===== config.mk =====
export PLATFORM = sky130hd
export DESIGN_NAME = dcm_clkgen_program_interface
export DESIGN_NICKNAME = d
export VERILOG_FILES = /design/src/rtl/dcm_prog_pkg.sv /design/src/rtl/dcm_prog_serializer.sv /design/src/rtl/dcm_clkgen_program_interface.sv
export SDC_FILE = /design/constraint.sdc
export NUM_CORES = 1
export LEC_CHECK = 0
export CAP_MARGIN = 20
export CORE_MARGIN = 2
export CORE_UTILIZATION = 56
export CTS_CLUSTER_SIZE = 20
export DETAILED_ROUTE_END_ITERATION = 12
export HOLD_SLACK_MARGIN = 0.03
export PLACE_DENSITY = 0.82
export SLEW_MARGIN = 15
export SYNTH_ARGS = -nofsm -noshare
export SYNTH_HDL_FRONTEND = slang
export SYNTH_HIERARCHICAL = 1
export SYNTH_SLANG_ARGS = --single-unit

===== constraint.sdc =====
create_clock -name clk_i -period 2.35 [get_ports clk_i]
set_input_delay 0.705 -clock clk_i [delete_from_list [all_inputs] [get_ports clk_i]]
set_output_delay 0.705 -clock clk_i [all_outputs]
set_load 0.1 [all_outputs]

===== src/rtl/dcm_prog_pkg.sv =====
// Shared types and constants for the DCM_CLKGEN M/D programming port.
// Frames are sent LSB first: two prefix bits, then an 8-bit value.
package dcm_prog_pkg;

  typedef enum logic [2:0] {
    IDLE,
    LOAD_D,
    GAP1,
    LOAD_M,
    GAP2,
    GO,
    WAIT_DONE
  } state_t;

  localparam logic [1:0] CMD_LOADD = 2'b01;
  localparam logic [1:0] CMD_LOADM = 2'b11;
  localparam int         FRAME_LEN = 10;

  // M=1 cannot be programmed, so the smallest legal multiplier is used instead.
  function automatic logic [7:0] clamp_mul(input logic [7:0] mul_m1);
    return (mul_m1 == 8'd0) ? 8'd1 : mul_m1;
  endfunction

endpackage


===== src/rtl/dcm_prog_serializer.sv =====
// 10-bit frame shifter: loads {value,prefix}, presents bit 0 on a flop and
// shifts right with zero fill, so the line idles low once a frame is out.
module dcm_prog_serializer
  import dcm_prog_pkg::*;
(
  input  logic                 clk_i,
  input  logic                 reset_i,
  input  logic                 load_i,
  input  logic                 shift_i,
  input  logic [FRAME_LEN-1:0] word_i,
  output logic                 bit_o,
  output logic                 last_bit_o
);

  logic [FRAME_LEN-1:0] r_shift;
  logic [3:0]           r_count;

  always_ff @(posedge clk_i or posedge reset_i) begin
    if (reset_i) begin
      r_shift <= '0;
      r_count <= '0;
    end else if (load_i) begin
      r_shift <= word_i;
      r_count <= '0;
    end else if (shift_i) begin
      r_shift <= {1'b0, r_shift[FRAME_LEN-1:1]};
      r_count <= r_count + 4'd1;
    end
  end

  assign bit_o      = r_shift[0];
  assign last_bit_o = (r_count == 4'(FRAME_LEN - 1));

endmodule


===== src/rtl/dcm_clkgen_program_interface.sv =====
// Initiator for the DCM_CLKGEN dynamic M/D port: sends LoadD, LoadM and GO
// frames, then waits (bounded) for PROGDONE before committing the new M/D.
module dcm_clkgen_program_interface
  import dcm_prog_pkg::*;
#(
  parameter logic [7:0]  DEFAULT_MUL_M1 = 8'd1,
  parameter logic [7:0]  DEFAULT_DIV_M1 = 8'd0,
  parameter int          GAP_CYCLES     = 2,
  parameter logic [15:0] TIMEOUT_CYCLES = 16'd4096
) (
  input  logic       clk_i,
  input  logic       reset_i,
  input  logic [7:0] mul_i,
  input  logic [7:0] div_i,
  input  logic       load_i,
  output logic [7:0] mul_o,
  output logic [7:0] div_o,
  output logic       busy_o,
  output logic       done_o,
  output logic       timeout_o,
  output logic       dcm_progen_o,
  output logic       dcm_progdata_o,
  input  logic       dcm_progdone_i
);

  state_t      r_state, w_state_nxt;
  logic        r_progen, w_progen_nxt;
  logic        r_busy, w_busy_nxt;
  logic        r_done, w_done_nxt;
  logic        r_timeout, w_timeout_nxt;
  logic [7:0]  r_mul_o, w_mul_o_nxt;
  logic [7:0]  r_div_o, w_div_o_nxt;
  logic [15:0] r_count, w_count_nxt;
  logic [7:0]  r_mul, r_div;
  logic        w_latch;
  logic        w_ser_load, w_ser_shift, w_ser_bit, w_ser_last;
  logic [FRAME_LEN-1:0] w_ser_word;

  dcm_prog_serializer u_serializer (
    .clk_i      (clk_i),
    .reset_i    (reset_i),
    .load_i     (w_ser_load),
    .shift_i    (w_ser_shift),
    .word_i     (w_ser_word),
    .bit_o      (w_ser_bit),
    .last_bit_o (w_ser_last)
  );

  always_comb begin
    w_state_nxt   = r_state;
    w_progen_nxt  = r_progen;
    w_busy_nxt    = r_busy;
    w_done_nxt    = r_done;
    w_timeout_nxt = r_timeout;
    w_mul_o_nxt   = r_mul_o;
    w_div_o_nxt   = r_div_o;
    w_count_nxt   = r_count;
    w_latch       = 1'b0;
    w_ser_load    = 1'b0;
    w_ser_shift   = 1'b0;
    w_ser_word    = {r_mul, CMD_LOADM};
    case (r_state)
      IDLE: begin
        if (load_i) begin
          // div_i goes straight into the frame; r_div is written on this same edge.
          w_latch       = 1'b1;
          w_ser_load    = 1'b1;
          w_ser_word    = {div_i, CMD_LOADD};
          w_state_nxt   = LOAD_D;
          w_progen_nxt  = 1'b1;
          w_busy_nxt    = 1'b1;
          w_done_nxt    = 1'b0;
          w_timeout_nxt = 1'b0;
        end
      end
      LOAD_D, LOAD_M: begin
        w_ser_shift = 1'b1;
        if (w_ser_last) begin
          w_state_nxt  = (r_state == LOAD_D) ? GAP1 : GAP2;
          w_progen_nxt = 1'b0;
          w_count_nxt  = '0;
        end
      end
      GAP1: begin
        if (r_count == 16'(GAP_CYCLES - 1)) begin
          w_ser_load   = 1'b1;
          w_state_nxt  = LOAD_M;
          w_progen_nxt = 1'b1;
        end else begin
          w_count_nxt = r_count + 16'd1;
        end
      end
      GAP2: begin
        // Serializer has shifted out to zero, so GO carries progdata=0.
        if (r_count == 16'(GAP_CYCLES - 1)) begin
          w_state_nxt  = GO;
          w_progen_nxt = 1'b1;
        end else begin
          w_count_nxt = r_count + 16'd1;
        end
      end
      GO: begin
        w_state_nxt  = WAIT_DONE;
        w_progen_nxt = 1'b0;
        w_count_nxt  = '0;
      end
      WAIT_DONE: begin
        if (dcm_progdone_i) begin
          w_state_nxt = IDLE;
          w_mul_o_nxt = r_mul;
          w_div_o_nxt = r_div;
          w_busy_nxt  = 1'b0;
          w_done_nxt  = 1'b1;
        end else if (r_count == TIMEOUT_CYCLES - 16'd1) begin
          w_state_nxt   = IDLE;
          w_timeout_nxt = 1'b1;
          w_busy_nxt    = 1'b0;
          w_done_nxt    = 1'b1;
        end else begin
          w_count_nxt = r_count + 16'd1;
        end
      end
      default: w_state_nxt = IDLE;
    endcase
  end

  always_ff @(posedge clk_i or posedge reset_i) begin
    if (reset_i) begin
      r_state   <= IDLE;
      r_progen  <= 1'b0;
      r_busy    <= 1'b0;
      r_done    <= 1'b1;
      r_timeout <= 1'b0;
      r_mul_o   <= DEFAULT_MUL_M1;
      r_div_o   <= DEFAULT_DIV_M1;
      r_count   <= '0;
    end else begin
      r_state   <= w_state_nxt;
      r_progen  <= w_progen_nxt;
      r_busy    <= w_busy_nxt;
      r_done    <= w_done_nxt;
      r_timeout <= w_timeout_nxt;
      r_mul_o   <= w_mul_o_nxt;
      r_div_o   <= w_div_o_nxt;
      r_count   <= w_count_nxt;
    end
  end

  always_ff @(posedge clk_i) begin
    if (w_latch) begin
      r_mul <= clamp_mul(mul_i);
      r_div <= div_i;
    end
  end

  assign mul_o          = r_mul_o;
  assign div_o          = r_div_o;
  assign busy_o         = r_busy;
  assign done_o         = r_done;
  assign timeout_o      = r_timeout;
  assign dcm_progen_o   = r_progen;
  assign dcm_progdata_o = w_ser_bit;

endmodule


# Word level (Yosys, flattened, before mapping)
# Index checks and enable logic that the tools add are counted.
totals:
  ff_bits: 69
  input_bits: 20
  output_inout_bits: 21
  wordCells: 84
classes:
  addsub: 2
  eq_ne: 19
  n_mux: 37
  n_reduce_logical: 14
op_table:
  columns: ["operator", "count"]
  rows:
  - ["$mux 16", 4]
  - ["$pmux 16 s4", 1]
  - ["$mux 10", 4]
  - ["$mux 3", 7]
  - ["$pmux 3 s6", 1]
  - ["$add 16x1->16 const B", 1]
  - ["$eq 16x1->1 const B", 1]
  - ["$eq 16x12->1 const B", 1]
  - ["$ne 2x2->1 const B", 7]
  - ["$mux 1", 13]
  - ["$reduce_and 5->1", 2]
  - ["$eq 3x3->1 const B", 3]
  - ["$logic_not 8->1", 1]
  - ["$mux 4", 2]
  - ["$pmux 1 s2", 4]
  - ["$reduce_and 4->1", 2]
  - ["$reduce_bool 4->1", 2]
  - ["$eq 3x2->1 const B", 2]
  - ["$add 4x1->4 const B", 1]
  - ["$eq 4x4->1 const B", 1]
  - ["$ne 2x1->1 const B", 2]
  - ["$pmux 1 s4", 1]
  - ["$reduce_bool 2->1", 2]
  - ["$reduce_or 2->1", 2]
  - ["other kinds (5)", 5]

# Depth between registers and ports, before layout
# Gate-level depths: netlist of the first run.
depth:
  depth_word: 5
  ltp_mapped: 10
  depth_no_buf: 9

# Hierarchy
# Netlist of the first run, hierarchy kept.
modules_own_cells:
  columns: ["mod", "n_inst", "cells_per_inst", "area_each_um2", "seq_area_each_um2"]
  rows:
  - ["dcm_clkgen_program_interface", 1, 244, 2720.1, 1458.9]
  - ["dcm_prog_serializer", 1, 66, 700.7, 350.3]

# Worst setup path after synthesis of the first run
# No wires, ideal clock.
synth_path:
  kind: "input-to-reg"
  startpoint: "in load_i"
  endpoint: "reg r_div[0], enable pin"
  setup_ps: 350
  arrival_ps: 1747
  required_time_ps: 2000
  setup_slack_ps: 253
  cell_stages: 5
  n_path_buf: 2
  path_cell_list: "inv_1 > or4_1 > clkbuf_1 > inv_1 > buf_2"
synth_via:
  elab_chain_len: 2
synth_rtl:
  columns: ["item", "line", "text"]
  rows:
  - ["start, declared", "dcm_clkgen_program_interface.sv:15", "input logic load_i,"]
  - ["$mux 1", "dcm_clkgen_program_interface.sv:64", "if (load_i) begin"]
  - ["$mux 1", "dcm_clkgen_program_interface.sv:62", "case (r_state)"]
  - ["net w_latch", "dcm_clkgen_program_interface.sv:35", "logic w_latch;"]
  - ["end signal, assigned", "dcm_clkgen_program_interface.sv:152", "r_div <= div_i;"]
  - ["end, declared", "dcm_clkgen_program_interface.sv:34", "logic [7:0] r_mul, r_div;"]
# The timed path passes the listed nets, and every way through them passes these cells.
# A chain may end at the register's enable or synchronous reset.

==> results of run 1 <==
-- metal layers --
layer	vias up	part of all wire [%]	track usage [%]
met1	1253	43	31.2
met3	8	4.3	4.78
li1	1202	-	-
met4	0	1.3	10.3
met2	75	51	40.5
met5	-	0	0
-- critical path: stages (launching register included) --
cell and delay (ns):
dfrtp_1 0.46, nor4_2 0.29, buf_4 0.18, nand4_2 0.18
mux2i_1 0.25, nor3b_4 0.34, nor2b_1 0.08, mux2_1 0.29
-- stage by stage --
| step | cells | area (sq um) | worst slack, ns | power, mW |
|---|---|---|---|---|
| floorplan | 310 | 3420 | 0.253 | 3.73 |
| global placement | 423 | 3930 | -0.0634 | 4.20 |
| detailed placement | 423 | 3930 | -0.138 | 4.26 |
| CTS | 439 | 4130 | 0.0967 | 5.25 |
| global route | 440 | 4170 | 0.0134 | 5.57 |
| finish | 440 | 4170 | 0.165 | 5.31 |
-- power breakdown --
part / total (mW) / leakage (nW) / switching, mW / internal [mW]
Combinational: 2.54 / 0.962 / 1.74 / 0.798
Sequential: 1.78 / 0.846 / 0.243 / 1.54
Clock: 0.981 / 0.0971 / 0.481 / 0.500
-- Yosys cell counts (10+ instances only) --
| master | instances |
|---|---|
| mux2_2 | 17 |
| mux2i_1 | 11 |
| o21ai_0 | 21 |
| nor2_1 | 16 |
| nand2_1 | 46 |
| dfrtp_1 | 51 |
| inv_1 | 10 |
| o31ai_1 | 12 |
| clkbuf_1 | 10 |
| edfxtp_1 | 16 |
-- cells in the final DEF, fill, tap and decap left out, types with 2 or more instances in the layout --
cell type	synthesis	layout
o21ai_1	4	4
edfxtp_1	16	16
a21oi_1	5	5
nand3_1	7	7
buf_4	1	37
nand2_1	46	46
nor2b_1	2	2
xnor2_1	2	2
dfstp_2	2	2
o31ai_2	5	5
o21ai_0	21	21
clkinv_4	0	3
o22ai_1	2	2
buf_12	1	5
o31ai_1	12	12
nor4_1	4	4
o41ai_2	2	2
nand2b_1	7	7
nor3_1	4	4
ha_1	4	4
a31oi_1	5	5
and3_1	3	3
mux2i_1	11	11
nor2_1	16	16
dfrtp_1	51	51
mux2_2	17	17
inv_1	10	10
a21o_1	3	3
clkbuf_8	0	9
clkdlybuf4s50_1	0	19
o211ai_1	2	2
-- worst paths after layout --
check                           slack [ns]  depth (start not counted)                             endpoint               startpoint
worst max register to register        0.17                          7  u_serializer/r_count[3]$_DFFE_PP0P_  r_count[12]$_DFFE_PP0P_
max in group asynchronous             1.22                          3                   done_o$_DFFE_PP1P_                  reset_i
worst max-delay path                  0.17                          7  u_serializer/r_count[3]$_DFFE_PP0P_  r_count[12]$_DFFE_PP0P_
min in group asynchronous             0.73                          3                 div_o[0]$_DFFE_PP0P_                  reset_i
worst min register to register        0.48                          1                 div_o[0]$_DFFE_PP0P_       r_div[0]$_DFFE_PP_
worst min-delay path                  0.48                          1                 div_o[0]$_DFFE_PP0P_       r_div[0]$_DFFE_PP_
-- area by class of cell --
type,instances,area (sq um)
repair buffers,62,579
fillers,419,1760
well taps,75,93.8
multi-input cells,207,1440
clock inverters,6,72.6
flip-flops and latches,69,1810
inverters,11,41.3
clock buffers,10,128
-- repair_timing --
item | in CTS | in global routing
gates resized for setup | 0 | 3
hold buffers | 0 | 0
endpoints found under the setup margin | 0 | 25
hold endpoints to repair | 0 | 0
setup buffers | 0 | 1
-- registers in the layout, indices dropped and copies added (netlist names), 3 cells and up --
register and count:
r_count 16, div_o 8, r_div 8, u_serializer/r_count 4
r_mul 8, u_serializer/r_shift 10, mul_o 8, r_state 3
-- kinds of logic after synthesis --
family / synth area share, %
other cells: 0.110
fa+ha+maj: 1.46
flops: 52.9
buf+inv: 5.45
xor+xnor: 0.512
compound gates: 14.7
mux: 9.14
simple gates: 15.7
==> flow_summary.ini, run 1 <==
[timing]
tightest_slew_ns = 0.658
rsz0062_at_grt = no
fin_crit_ns = 2.18
finalClockSkew_ns = 0.00972
finalSetupTns_ns = 0
setup_viol = 0
finalHoldWorstSlack_ns = 0.483
drv_slew = 0
fin_crit_sh_pct = 93.0
fmax_mhz = 458
finalHoldViolCount = 0
slew_headroom_pct = 55.7

[detailed_routing]
detail_route.first_pass.iterations = 4
vias_per_cell = 5.77
antenna_left = 0
drt_iter0_drc = 87
drc = 0
vias = 2538
drt-total-wl_um = 7330
route.detailed.wl_per_inst_um = 16.7

[worst_setup_path]
end_kind = register
startpoint_type = register
path_class = reg -> reg
cp_max_fo = 6
required_ns = 2.57
arrival_ns = 2.41

[power_and_ir_drop]
ir_worst_vdd_v = 0.00103
pwr_density_cell_nw_per_um2 = 1270
leakage_nw = 1.90

[yosys]
synth_top_area_share_pct = 37.3
yosysSeqAreaShare_pct = 52.9
syn_area_sq_um = 3420
synth-seq-cells = 69
synth_cells = 310
avgSynthCellArea_sq_um = 11.0
async_flop_share_pct = 76.8
synth_area_leader_cell = dfrtp_1
yosysWarnings = 6
synth_area_leaders = dfrtp_1 (37%), edfxtp_1 (14%), mux2_2 (5.6%)
synth.distinct_cells = 54
synth_edf_count = 16
syn-num-nets = 334
yosys_most_used_dff = dfrtp_1

[grt]
grt_pass1_vias = 2566
antenna_found_initial = 0
grt_use_total_pct = 24.4
grt_max_degree = 29
overflow = 0
grt_first_pass_wirelength_um = 12300

[clock_network]
htreeDepth = 3
cts_num_sinks = 69
worstSkewPairLatency_ns = 0.34
cts_made_buffers = 9
cts_max_path_buffers = 2
cts.clk_slew.worst_paths_ns = 0.08
cts_tree = built
ctsRootBufferMaster = clkbuf_8

[die]
dieArea_sq_um = 6750
dieWidth_um = 82.2
die_y_um = 82.2
io-pin-count = 41
start_util_pct = 57.8
core_area_sq_um = 5920
row_count = 28

[cells_and_area]
final_core_util_pct = 70.4
syn_to_final_growth_pct = 21.8
fin_nets = 384
diodes = 0
layout-drive-gt1-share_pct = 26.3

[placed_design]
portBuffers = 40
place_congestion = 0.874
dpl.hpwl_um = 4960

[run_status]
status = finished, final reports clean

[hold_path]
hold_path_class = reg -> reg

[run]
drv_cap = 0
(Power assumes the default switching activity.)
==> run 2: changes to the inputs <==
SETUP_SLACK_MARGIN = 0.05   (was not set)
==> flow_summary.ini, run 2 (synthesis results as in run 1) <==
[hold_path]
hold_depth = 1
min-delay-start = r_div[0]$_DFFE_PP_
hold_path_class = reg -> reg
hold-path-endpoint = div_o[0]$_DFFE_PP0P_

[die]
dieWidth_um = 82.2
core_area_sq_um = 5920
row_count = 28
start_util_pct = 57.8
dieArea_sq_um = 6750
io-pin-count = 41
die_y_um = 82.2

[cells_and_area]
nFillCells = 417
largest_reg_flops = 16
largest_register = r_count
reg.largest.list = r_count x16, u_serializer/r_shift x10
layout_common_cells = dfrtp_1 (50), nand2_1 (46), buf_4 (38), o21ai_0 (21), clkdlybuf4s50_1 (19)
final_core_util_pct = 70.7
final_common_cell = dfrtp_1
layout-drive-gt1-share_pct = 27.0
fin_nets = 386
register_area_sq_um = 1810
instances_no_fill = 442
syn_to_final_growth_pct = 22.3
multi_input_area_sq_um = 1440
diodes = 0

[detailed_routing]
route.detailed.wl_per_inst_um = 16.8
drc = 0
vias_per_cell = 5.92
detail_route.first_pass.iterations = 4
drt-total-wl_um = 7420
antenna_left = 0
vias = 2615
drt_iter0_drc = 115

[run]
drv_cap = 0

[grt]
antenna_found_initial = 0
overflow = 0
grt_pass1_vias = 2566
grt_use_total_pct = 24.4
grt_max_degree = 29
grt_first_pass_wirelength_um = 12300

[placed_design]
portBuffers = 40
dpl.hpwl_um = 4960
place_congestion = 0.874
placed_cells = 423

[worst_setup_path]
startpoint_type = register
path_cells = nor4_2 -> buf_4 -> nand4_2 -> mux2i_1 -> nor3b_4 -> buf_4 -> nor2b_1 -> mux2_1
end_kind = register
rr_startpoint = r_count[12]$_DFFE_PP0P_
r2r_end = u_serializer/r_count[3]$_DFFE_PP0P_
path_class = reg -> reg
timing.reg2reg.setup_slack_ns = 0.18
cp_common_cell = buf_4
path_buf_inv = 2
arrival_ns = 2.40
cp_max_fo = 6
cp_slowest_cell = dfrtp_2
path_delay_family = simple AND/OR/NAND/NOR gates
slowest_delay_ns = 0.46
required_ns = 2.57
reg2reg_depth = 8

[timing]
finalHoldWorstSlack_ns = 0.484
drv_slew = 0
setup_viol = 0
fin_crit_sh_pct = 92.5
finalHoldViolCount = 0
rsz0062_at_grt = no
fin_crit_ns = 2.17
finalClockSkew_ns = 0.00930
tightest_slew_ns = 0.659
fmax_mhz = 460
slew_headroom_pct = 55.7

[clock_network]
cts_max_path_buffers = 2
cts_num_sinks = 69
cts_made_buffers = 9
htreeDepth = 3
ctsRootBufferMaster = clkbuf_8
ctsHoldBuffers = 0
cts_tree = built
worstSkewPairLatency_ns = 0.34
cts.clk_slew.worst_paths_ns = 0.08

[power_and_ir_drop]
leakage_nw = 1.91
pwr_density_cell_nw_per_um2 = 1270
ir_worst_vdd_v = 0.00103

[run_status]
status = finished, final reports clean
run 2: changes by cell type in the layout (fill, tap and decap cells not counted), sizes merged:
cell  change
buf       +2
run 2: worst register-to-register path, delay by kind of cell (launching register included):
kind	cells	cell delay [ns]
AND/OR/NAND/NOR	4	0.72
multiplexers	2	0.53
flip-flops	1	0.46
buffers and inverters	2	0.36
run 2: how the worst max path moves through the flow:
stage                                  startpoint                                   to  slack, ns  cells past startpoint
after CTS                  r_count[1]$_DFFE_PP0P_  u_serializer/r_shift[6]$_DFFE_PP0P_        0.1                      8
after floorplan                            load_i                   r_div[0]$_DFFE_PP_       0.25                      5
after detailed placement           dcm_progdone_i              r_count[12]$_DFFE_PP0P_      -0.14                      6
after global placement             dcm_progdone_i              r_count[15]$_DFFE_PP0P_      -0.06                      5
after global routing      r_count[12]$_DFFE_PP0P_  u_serializer/r_count[3]$_DFFE_PP0P_       0.04                      8
final                     r_count[12]$_DFFE_PP0P_  u_serializer/r_count[3]$_DFFE_PP0P_       0.18                      8
run 2: final cells by class:
type / count / share of cell area [%]
clock inverter: 6 / 1.73
timing repair buffer: 64 / 14.3
sequential: 69 / 43.3
inverter: 11 / 0.987
tap: 75 / 2.24
multi-input combinational: 207 / 34.4
clock buffer: 10 / 3.05
run 2: layer usage:
metal  GRT usage (%)  wire (um)  up-vias
met5               0          0        -
met4            10.3        148        0
met3            4.78        354       12
met2            40.5       3790       88
met1            31.2       3120     1304
li1                -          -     1211
run 2: through the flow:
step	area (sq um)	total power [mW]	setup slack [ns]	setup TNS, ns
floorplan	3420	3.73	0.253	0
global placement	3930	4.20	-0.0634	-0.159
detailed placement	3930	4.26	-0.138	-0.620
CTS	4130	5.25	0.0967	0
global route	4190	5.60	0.0422	0
finish	4190	5.33	0.176	0
run 2: repair_timing:
item,in CTS,in global routing
gates resized for setup,0,7
endpoints found under the setup margin,0,30
endpoints found under the hold margin,0,0
buffers inserted,0,2
run 2: where the power goes:
group	total (mW)	internal, mW	switching [mW]
combinational	2.57	0.813	1.75
clock	0.979	0.500	0.479
sequential	1.79	1.54	0.246
total	5.33	2.85	2.48
==> run 3: changes to the inputs <==
CORE_MARGIN = not set   (was 2)
==> flow_summary.ini, run 3 (synthesis results as in run 1) <==
[worst_setup_path]
startpoint_type = register
path_class = reg -> reg
arrival_ns = 2.46
end_kind = register
required_ns = 2.60
path_cells = nor4_2 -> nand4_2 -> mux2i_1 -> nor3b_4 -> buf_6 -> nand2_1 -> o21ai_0
slowest_delay_ns = 0.44
cp_slowest_cell = dfrtp_1
cp_max_fo = 19

[die]
io-pin-count = 41
row_count = 28
die_y_um = 80.2
start_util_pct = 57.8
core_area_sq_um = 5920
dieArea_sq_um = 6420
dieWidth_um = 80.2

[timing]
slew_headroom_pct = 58.0
fmax_mhz = 452
finalClockSkew_ns = 0.00785
fin_crit_sh_pct = 94.1
finalSetupTns_ns = 0
fin_crit_ns = 2.21
drv_slew = 0
finalHoldWorstSlack_ns = 0.485
setup_viol = 0
finalHoldViolCount = 0
tightest_slew_ns = 0.625
timing.final.ws_setup_ns = 0.139
rsz0062_at_grt = yes

[detailed_routing]
antenna_left = 0
vias = 2472
route.detailed.wl_per_inst_um = 15.6
drt_iter0_drc = 132
drc = 0
vias_per_cell = 5.66
detail_route.first_pass.iterations = 4
drt-total-wl_um = 6820

[grt]
antenna_found_initial = 0
grt_first_pass_wirelength_um = 11200
grt_use_total_pct = 23.3
grt_pass1_vias = 2486
overflow = 0
grt_max_degree = 40

[cells_and_area]
fin_nets = 381
final_common_cell = dfrtp_1
largest_reg_flops = 16
layout-drive-gt1-share_pct = 26.0
reg.largest.list = r_count x16, u_serializer/r_shift x10
diodes = 0
syn_to_final_growth_pct = 20.3
largest_register = r_count
layout_common_cells = dfrtp_1 (51), nand2_1 (46), buf_4 (36), o21ai_0 (21), clkdlybuf4s50_1 (19)

[placed_design]
place_congestion = 0.782
dpl.hpwl_um = 4620
pre_cts_ws_ns = -0.169
portBuffers = 40

[clock_network]
htreeDepth = 3
cts_num_sinks = 69
cts_max_path_buffers = 2
cts.clk_slew.worst_paths_ns = 0.08
worstSkewPairLatency_ns = 0.35
cts_tree = built
ctsRootBufferMaster = clkbuf_8
ctsHoldBuffers = 0
cts_made_buffers = 9

[power_and_ir_drop]
ir_worst_vdd_v = 0.00103
leakage_nw = 1.88
pwr_density_cell_nw_per_um2 = 1270

[run]
drv_cap = 0

[run_status]
status = finished, final reports clean

[hold_path]
hold_path_class = reg -> reg
run 3: cell count changes in the layout (fill, tap and decap cells not counted), sizes merged:
cell      change
buf           -5
clkbuf        -1
clkinv        -1
clkinvlp      +1
inv           +1
run 3: routing by layer:
layer / vias to the layer above / global-route usage (%) / routed length [um]
li1: 1203 / - / -
met1: 1201 / 27.4 / 2840
met2: 54 / 40.8 / 3580
met3: 14 / 3.98 / 217
met4: 0 / 12.0 / 179
met5: - / 0 / 0
run 3: cell type report:
class | instances | area [sq um]
clock inverters | 7 | 72.6
clock buffers | 9 | 124
repair buffers | 59 | 532
inverters | 11 | 41.3
fillers | 410 | 1810
well taps | 75 | 93.8
multi-input cells | 207 | 1440
flip-flops and latches | 69 | 1810
run 3: critical path: cells and delay by family (launching register included):
kind                   cells  cell delay [ns]
buffers and inverters      1             0.21
muxes                      1             0.25
DFF                        1             0.44
and+or+nand+nor            4             1.09
AOI/OAI and AO/OA          1             0.11
run 3: path summary, 6_finish.rpt:
| check | start | endpoint | slack (ns) | depth (start not counted) |
|---|---|---|---|---|
| worst max-delay path | r_count[12]$_DFFE_PP0P_ | u_serializer/r_shift[5]$_DFFE_PP0P_ | 0.14 | 7 |
| max in group asynchronous | reset_i | done_o$_DFFE_PP1P_ | 1.15 | 3 |
| worst max register to register | r_count[12]$_DFFE_PP0P_ | u_serializer/r_shift[5]$_DFFE_PP0P_ | 0.14 | 7 |
| worst min-delay path | r_div[0]$_DFFE_PP_ | div_o[0]$_DFFE_PP0P_ | 0.48 | 1 |
| min in group asynchronous | reset_i | u_serializer/r_shift[3]$_DFFE_PP0P_ | 0.72 | 2 |
| worst min register to register | r_div[0]$_DFFE_PP_ | div_o[0]$_DFFE_PP0P_ | 0.48 | 1 |
run 3: power by group:
part           leakage (nW)  internal [mW]  switching, mW
Sequential            0.846           1.54          0.234
Combinational         0.934          0.773           1.73
Clock                0.0960          0.493          0.466
run 3: metrics by stage:
step / power [mW] / cells / utilization, % / instance area [sq um]
floorplan: 3.73 / 310 / - / 3420
global placement: 4.18 / 419 / 65.7 / 3890
detailed placement: 4.24 / 419 / 65.7 / 3890
CTS: 5.21 / 435 / 69.1 / 4090
global route: 5.48 / 437 / 69.5 / 4110
finish: 5.24 / 437 / 69.5 / 4110
run 3: repair_timing:
action	CTS	global route
pin swaps	0	1
gates resized for setup	1	2
buffers inserted	0	2
endpoints found under the hold margin	0	0
setup endpoints to repair	1	25
